[src/rtl/mul_div_unit.sv]
// Iterative WIDTH-bit multiply/divide unit: shift-add multiply, restoring divide, sign fix-up.
// Latency: Done is shown WIDTH+1 edges after the Start edge, or 1 edge for divide-by-zero.
//   With MULDIV_EARLY_OUT_EN, a multiply takes (msb index of |B|)+2 edges.
// Backpressure: Start is sampled only in IDLE and is ignored while Busy; there is no queuing.
// Ports: clk, reset (async active-low), Start/Div/Unsigned/A/B request, Busy (state != IDLE),
//   Done (1-cycle pulse), ResultLo (product low / quotient), ResultHi (product high / remainder),
//   DivZero (divide with B == 0). Results hold until the next FIX.
// Optional feature macro: MULDIV_EARLY_OUT_EN (multiply ends once the remaining |B| is zero).
module mul_div_unit #(
  parameter int WIDTH = 32
) (
  input  logic             clk,
  input  logic             reset,
  input  logic             Start,
  input  logic             Div,
  input  logic             Unsigned,
  input  logic [WIDTH-1:0] A,
  input  logic [WIDTH-1:0] B,
  output logic             Busy,
  output logic             Done,
  output logic [WIDTH-1:0] ResultLo,
  output logic [WIDTH-1:0] ResultHi,
  output logic             DivZero
);

  localparam int CW = $clog2(WIDTH);

  typedef enum logic [1:0] {IDLE, CALC, FIX, DONE} state_t;

  state_t state, state_nxt;

  logic               div_q;      // latched operation select
  logic               dz_q;       // divide with zero divisor
  logic               res_neg_q;  // product/quotient must be negated
  logic               rem_neg_q;  // remainder follows the dividend sign
  logic [CW-1:0]      cnt;
  logic [2*WIDTH-1:0] prod;       // multiply accumulator
  logic [2*WIDTH-1:0] mcand;      // |A| shifted left each multiply step
  logic [WIDTH-1:0]   opb;        // |B|: shifted right for multiply, fixed divisor for divide
  logic [WIDTH-1:0]   quo;        // |A| shifting out MSB-first, quotient bits shifting in
  logic [WIDTH-1:0]   rem;

  // Operand magnitudes; -A of the most negative value is itself, which is the correct magnitude.
  logic             a_neg, b_neg;
  logic [WIDTH-1:0] a_mag, b_mag;

  assign a_neg = !Unsigned && A[WIDTH-1];
  assign b_neg = !Unsigned && B[WIDTH-1];
  assign a_mag = a_neg ? -A : A;
  assign b_mag = b_neg ? -B : B;

  // Restoring divide step. rem < divisor, so the shifted value needs only one extra bit and
  // the difference (taken only when non-negative) fits back into WIDTH bits.
  logic [WIDTH:0]   shifted;
  logic             q_bit;
  logic [WIDTH-1:0] diff;

  assign shifted = {rem, quo[WIDTH-1]};
  assign q_bit   = shifted >= {1'b0, opb};
  assign diff    = shifted[WIDTH-1:0] - opb;

  logic calc_last;
`ifdef MULDIV_EARLY_OUT_EN
  // Multiply stops after the step that consumes the last set bit of |B| (at least one step).
  assign calc_last = (cnt == CW'(WIDTH - 1)) || (!div_q && (opb[WIDTH-1:1] == '0));
`else
  assign calc_last = (cnt == CW'(WIDTH - 1));
`endif

  always_ff @(posedge clk or negedge reset) begin
    if (!reset) begin
      state <= IDLE;
    end else begin
      state <= state_nxt;
    end
  end

  always_comb begin
    state_nxt = state;
    case (state)
      IDLE: begin
        if (Start) begin
          state_nxt = (Div && (B == '0)) ? FIX : CALC;
        end
      end
      CALC: begin
        if (calc_last) begin
          state_nxt = FIX;
        end
      end
      FIX:     state_nxt = DONE;
      DONE:    state_nxt = IDLE;
      default: state_nxt = IDLE;
    endcase
  end

  assign Busy = (state != IDLE);
  assign Done = (state == DONE);

  always_ff @(posedge clk or negedge reset) begin
    if (!reset) begin
      div_q     <= 1'b0;
      dz_q      <= 1'b0;
      res_neg_q <= 1'b0;
      rem_neg_q <= 1'b0;
      cnt       <= '0;
      prod      <= '0;
      mcand     <= '0;
      opb       <= '0;
      quo       <= '0;
      rem       <= '0;
      ResultLo  <= '0;
      ResultHi  <= '0;
      DivZero   <= 1'b0;
    end else begin
      case (state)
        IDLE: begin
          if (Start) begin
            div_q     <= Div;
            dz_q      <= Div && (B == '0);
            res_neg_q <= a_neg ^ b_neg;
            rem_neg_q <= a_neg;
            cnt       <= '0;
            prod      <= '0;
            mcand     <= {{WIDTH{1'b0}}, a_mag};
            opb       <= b_mag;
            quo       <= a_mag;
            rem       <= '0;
          end
        end
        CALC: begin
          cnt <= cnt + CW'(1);
          if (div_q) begin
            quo <= {quo[WIDTH-2:0], q_bit};
            rem <= q_bit ? diff : shifted[WIDTH-1:0];
          end else begin
            if (opb[0]) begin
              prod <= prod + mcand;
            end
            mcand <= mcand << 1;
            opb   <= opb >> 1;
          end
        end
        FIX: begin
          if (!div_q) begin
            {ResultHi, ResultLo} <= res_neg_q ? -prod : prod;
            DivZero              <= 1'b0;
          end else if (dz_q) begin
            // quo still holds |A|; re-applying the dividend sign returns A unmodified.
            ResultLo <= '1;
            ResultHi <= rem_neg_q ? -quo : quo;
            DivZero  <= 1'b1;
          end else begin
            ResultLo <= res_neg_q ? -quo : quo;
            ResultHi <= rem_neg_q ? -rem : rem;
            DivZero  <= 1'b0;
          end
        end
        default: begin
        end
      endcase
    end
  end

endmodule

[config.mk]
export PLATFORM = sky130hd
export DESIGN_NAME = mul_div_unit
export DESIGN_NICKNAME = d
export VERILOG_FILES = /design/src/rtl/mul_div_unit.sv
export SDC_FILE = /design/constraint.sdc
export NUM_CORES = 1
export LEC_CHECK = 0
export BUFFER_PORTS_ARGS = -buffer_cell sky130_fd_sc_hd__buf_2
export CORE_ASPECT_RATIO = 2
export CORE_MARGIN = 8
export CORE_UTILIZATION = 50
export DETAILED_ROUTE_END_ITERATION = 8
export HOLD_SLACK_MARGIN = 0.05
export MAX_ROUTING_LAYER = met4
export PLACE_DENSITY_LB_ADDON = 0.12
export SLEW_MARGIN = 20
export SYNTH_ARGS = -nofsm -noshare
export SYNTH_HDL_FRONTEND = slang
export SYNTH_SLANG_ARGS = --single-unit
[constraint.sdc]
create_clock -name clk -period 5.43 [get_ports clk]
set_input_delay 0.2715 -clock clk [delete_from_list [all_inputs] [get_ports clk]]
set_output_delay 0.2715 -clock clk [all_outputs]
set_load 0.01 [all_outputs]
Word level (Yosys, flattened, before mapping)
Index checks and enable logic that the tools add are counted.
{"block": "classes", "n_mux": 35, "n_bitwise": 1, "order_cmp": 1, "eq_ne": 9, "addsub": 8, "n_reduce_logical": 14}
{"operator": "2-to-1 mux 32 bit", "n": 16}
{"operator": "2-to-1 mux 64 bit", "n": 6}
{"operator": "case mux 64 bit (2 select lines)", "n": 2}
{"operator": "case mux 32 bit (2 select lines)", "n": 3}
{"operator": "negator 32 bit", "n": 4}
{"operator": "adder 64 bit", "n": 1}
{"operator": "negator 64 bit", "n": 1}
{"operator": ">= comparator 33 x 32 -> 1 bit", "n": 1}
{"operator": "zero test 32 bit", "n": 1}
{"operator": "subtractor 32 bit", "n": 1}
{"operator": "inequality test 2 bit (second input constant)", "n": 5}
{"operator": "case mux 5 bit (2 select lines)", "n": 1}
{"operator": "case mux 2 bit (4 select lines)", "n": 1}
{"operator": "2-to-1 mux 2 bit", "n": 3}
{"operator": "AND reduction 2 bit", "n": 3}
{"operator": "AND reduction 3 bit", "n": 2}
{"operator": "adder 5 x 1 -> 5 bit (second input constant)", "n": 1}
{"operator": "== test 5 bit (second input constant)", "n": 1}
{"operator": "2-to-1 mux 5 bit", "n": 1}
{"operator": "== test 2 bit (second input constant)", "n": 2}
{"operator": "AND reduction 4 bit", "n": 1}
{"operator": "nonzero test 2 bit", "n": 2}
{"operator": "logical AND 1 bit", "n": 3}
{"operator": "== test 2 x 1 -> 1 bit (second input constant)", "n": 1}
{"operator": "4 further kinds", "n": 5}
{"block": "word_totals", "output_inout_bits": 67, "reg_bits": 300, "in_bits": 69}

Depth between registers and ports, before layout
{"block": "logic_depth", "depth_word": 5, "ltp_mapped": 15, "depth_no_buf": 14}

Worst setup path before layout
Ideal clock, no wire load.
{"block": "synth_path", "kind": "register to register", "startpoint": "register quo[0]", "endpoint": "register ResultHi[30]", "setup_time_ns": 0.104, "required_ns": 5.326, "n_path_buf": 0, "period_less_slack_ns": 3.674, "path_stages_with_launch": 13, "path_slack_ns": 1.756, "arrival_time_ns": 3.571, "path_cell_list": "dfrtp_1 inv_1 ha_1 or3b_2 or4_4 or4_4 or2_1 or3_4 or4_4 nand2_1 xnor2_1 o22ai_1 a221oi_1"}
{"block": "synth_via", "elab_chain_len": 4}
{"item": "start: declaration", "line_no": "40", "text": "logic [WIDTH-1:0] quo;"}
{"item": "start signal: assignment", "line_no": "127", "text": "quo <= a_mag;"}
{"item": "start signal: assignment", "line_no": "134", "text": "quo <= {quo[WIDTH-2:0], q_bit};"}
{"item": "negator 32 bit", "line_no": "151", "text": "ResultHi <= rem_neg_q ? -quo : quo;"}
{"item": "2-to-1 mux 32 bit", "line_no": "151"}
{"item": "2-to-1 mux 32 bit", "line_no": "148", "text": "end else if (dz_q) begin"}
{"item": "2-to-1 mux 32 bit", "line_no": "145", "text": "if (!div_q) begin"}
{"item": "end signal: assignment", "line_no": "146", "text": "{ResultHi, ResultLo} <= res_neg_q ? -prod : prod;"}
{"item": "end signal: assignment", "line_no": "151"}
{"item": "end signal: assignment", "line_no": "155", "text": "ResultHi <= rem_neg_q ? -rem : rem;"}
{"item": "end: declaration", "line_no": "22", "text": "output logic [WIDTH-1:0] ResultHi,"}
Every way passes these cells.
A chain may end at the register's enable or synchronous reset.

Worst setup path in the final report
{"block": "layout_path", "startpoint": "register rem[11]", "endpoint": "register rem[0]"}
{"block": "layout_via", "elab_chain_len": 4}
{"item": "start: declaration", "line_no": "41", "text": "logic [WIDTH-1:0] rem;"}
{"item": "start signal: assignment", "line_no": "135", "text": "rem <= q_bit ? diff : shifted[WIDTH-1:0];"}
{"item": ">= comparator 33 x 32 -> 1 bit", "line_no": "59", "text": "assign q_bit = shifted >= {1'b0, opb};"}
{"item": "2-to-1 mux 32 bit", "line_no": "135"}
{"item": "2-to-1 mux 32 bit", "line_no": "133", "text": "if (div_q) begin"}
{"item": "case mux 32 bit (2 select lines)", "line_no": "116", "text": "case (state)"}
Every way passes these cells. The select of a mux whose other input is x is not followed.

==> results.sh <==
export IMPL_outcome="completed"
export IMPL_grt_antenna_before_repair=0
export IMPL_worst_skew_pair_late_latency_ps=610
export IMPL_worst_r2r_path_depth=12
export IMPL_grt_max_degree=122
export IMPL_cap_violations=0
export IMPL_areaGrowthSynthToFinish_pct=9.74
export IMPL_hpwl_mm=57.2
export IMPL_post_route_period_util_pct=74.4
export IMPL_design_core_area_sq_um=44700
export IMPL_count_of_unresolved_drc_violations_after_routing=0
export IMPL_cts_buffers=31
export IMPL_setup_viol=0
export IMPL_layout_nets=2971
export IMPL_dr_iter_0_viols=2170
export IMPL_synth_fp_nets=2939
export IMPL_portBuffers=135
export IMPL_tightestPinTransition_ps=1020
export IMPL_min_delay_path_class="in -> reg"
export IMPL_final_setup_skew_ps=23.8
export IMPL_wire_length_of_the_first_global_routing_pass_mm=119
export IMPL_worst_path_buf_inv=1
export IMPL_post_route_min_period_ps=4040
export IMPL_die_area_sq_um=52400
export IMPL_cellPowerDensity_nw_per_um2=586
export IMPL_final_max_slew_viol_count=0
export IMPL_synthesis_instances=2761
export IMPL_worst_hold_slack_ps=120
export IMPL_postCtsResizedCells=0
export IMPL_synth_edff_count=0
export IMPL_yosysTopAreaCellShare_pct=33.4
export IMPL_number_of_antenna_cells_inserted=0
export IMPL_die_w_um=166
export IMPL_setup_worst_path_end_class="flip-flop"
export IMPL_fp_row_count=110
export IMPL_drtAntennaViolNets=0
export IMPL_worstPathMaxFanout=14
export IMPL_via_count=21000
export IMPL_globalRouteOverflowTotal=0
export IMPL_postRouteWirelength_mm=76.6
export IMPL_yosys_warnings=0
export IMPL_leakagePower_nw=11.0
export IMPL_number_of_global_route_vias_before_repair=20200
export IMPL_crit_arrival_ps=4560
export IMPL_irDropWorstVdd_v=0.000479
export IMPL_clkTransAtPathRegs_ps=70
export IMPL_timing_final_hold_violations=0
export IMPL_placement_setup_worst_slack_ps=1430
export IMPL_fmax_mhz=248
export IMPL_crit_path_cell_trace="ha_1, nand2_1, o21ai_0, a21oi_1, or2_2, a211o_1, and3_1, o41a_1, o21ai_4, buf_4, mux2_2, o22ai_1"
export IMPL_grt_util_met1_pct=37.0
export IMPL_critPathSlowestCell="o41a_1"
export IMPL_avgViaCountPerCell=6.22
export IMPL_final_critical_path_setup_slack_ps=1390
export IMPL_chipHeight_um=316
export IMPL_cpPeakStageDelay_ps=500
export IMPL_criticalPathCategory="reg -> reg"
export IMPL_netlist_cell_type_count=72
export IMPL_clock_tree_root_cell="clkbuf_16"
export IMPL_initial_core_util_pct=50.2
export IMPL_drive_gt1_share_pct=9.23
export IMPL_synth_seq_area_share_pct=33.4
export IMPL_detailedRoute_firstPassIterationCount=6
export IMPL_cts_tree="yes"
export IMPL_grt_use_met2_pct=46.2
export IMPL_postSynthRegisterBits=300
export IMPL_globalRouteTotalUtil_pct=29.5
export IMPL_layout_cells_most_common_list="402 x nand2_1, 328 x o21ai_0, 296 x dfrtp_1, 180 x xnor2_1, 177 x a21oi_1"
export IMPL_family_with_the_most_delay_on_the_worst_path="compound AO/OA/AOI/OAI gates"
export IMPL_netlist_area_sq_um=22500
export IMPL_grt_met3_usage_pct=4.28
export IMPL_place_gp_congestion=0.992
export IMPL_timing_setup_tns_ps=0
export IMPL_post_synth_main_area_contributors="dfrtp_1 33%, o21ai_0 7.3%, xnor2_1 7.0%"
export IMPL_yosys_area_top_type="dfrtp_1"
export IMPL_slew_headroom_pct=31.4
export IMPL_global_route_peak_usage_layer="met2"
export IMPL_grt_setup_unrepaired="no"
export IMPL_wl_per_cell_um=22.7
export IMPL_num_io_pins=136
export IMPL_mean_post_synth_cell_area_sq_um=8.14
export IMPL_synth_flop_cell="dfrtp_1"
export IMPL_h_tree_depth=1
export IMPL_total_power_mw=14.4
export IMPL_cts_sinks=300
export IMPL_layout_cells_most_common="nand2_1"
export IMPL_final_area_sq_um=24700
export IMPL_cts_buffer_depth=3
export IMPL_dpl_instance_area_sq_um=23500
export IMPL_synthArstFlopShare_pct=100
export IMPL_min_path_cells=4
export IMPL_worstPathRequired_ps=5950
export IMPL_timing_critical_path_depth=12
export IMPL_worst_setup_path_start_kind="flip-flop"
==> worst paths after layout <==
kind                              start  slack, ps      endpoint
max reg2reg                     rem[11]       1390        rem[0]
min in group asynchronous         reset        230     mcand[13]
min reg2reg                ResultHi[23]        490  ResultHi[23]
max in group asynchronous         reset       3960        opb[2]
min                               Start        120     rem_neg_q
max                             rem[11]       1390        rem[0]
==> layout make-up <==
| type | instances | area [sq um] |
|---|---|---|
| clock inverters | 17 | 228 |
| well taps | 560 | 701 |
| repair buffers | 169 | 996 |
| flip-flops and latches | 300 | 7510 |
| clock buffers | 41 | 853 |
| inverters | 130 | 488 |
| multi-input cells | 2161 | 13900 |
| fillers | 4264 | 20100 |
==> per-layer routing <==
layer	vias up	routed length (um)
li1	9958	-
met1	10100	32600
met2	788	34900
met3	160	4870
met4	0	4160
met5	-	0
==> cells by family after synthesis <==
group	Yosys count	share of synthesized area (%)
AO/OA/AOI/OAI	899	25.2
XOR/XNOR	291	11.3
adder cells (fa/ha/maj)	109	6.14
buffers and inverters	300	5.15
flip-flops	300	33.4
multiplexers	42	1.97
AND/OR/NAND/NOR	820	16.8
==> sequential cells by signal (all words and copies together), names as in the netlist <==
signal / flops
div_q: 1
DivZero: 1
opb: 32
state: 2
cnt: 5
ResultHi: 32
mcand: 64
ResultLo: 32
res_neg_q: 1
prod: 64
rem_neg_q: 1
dz_q: 1
rem: 32
quo: 32
==> report_power, final <==
part / internal, mW / switching [mW] / total, mW
Clock: 1.35 / 0.979 / 2.32
Sequential: 2.95 / 0.881 / 3.83
Combinational: 2.79 / 5.50 / 8.29
==> timing repair <==
| action | CTS | global route |
|---|---|---|
| hold buffers | 7 | 0 |
| buffers inserted | 0 | 0 |
| hold endpoints to repair | 85 | 0 |
==> through the flow <==
stage | cells | util, %
after global routing | 3378 | 55.1
after floorplan | 2761 | -
after CTS | 3378 | 55.1
after detailed placement | 3313 | 52.6
final | 3378 | 55.1
after global placement | 3313 | 52.6
==> Yosys cell counts (all sizes together) (4+ instances only) <==
cell and n:
and2 9, a221o 17, o41ai 20, buf 21
o21ai 332, or4 31, a21oi 179, o2111ai 4
o21bai 16, a31oi 15, o21a 6, a41oi 6
dfrtp 300, nor3b 7, nor4 18, clkbuf 149
or2 12, nor2b 9, nand3 30, a221oi 7
nand2 403, inv 129, a22o 39, a211oi 14
and3 13, a21boi 8, o221ai 36, nor3 45
a211o 8, a22oi 18, o22ai 11, mux2i 33
a21o 53, nand4 24, o211ai 39, mux2 8
or3 40, xor2 111, xnor2 180, nor2 145
ha 107, o31ai 53, nand2b 22
==> tightest hold or removal path, cell delays in order <==
cell and delay, ps:
buf_2 80, nand2_1 130, nand2_1 90, o21ai_0 80
Power figures use the tool's default switching activity.
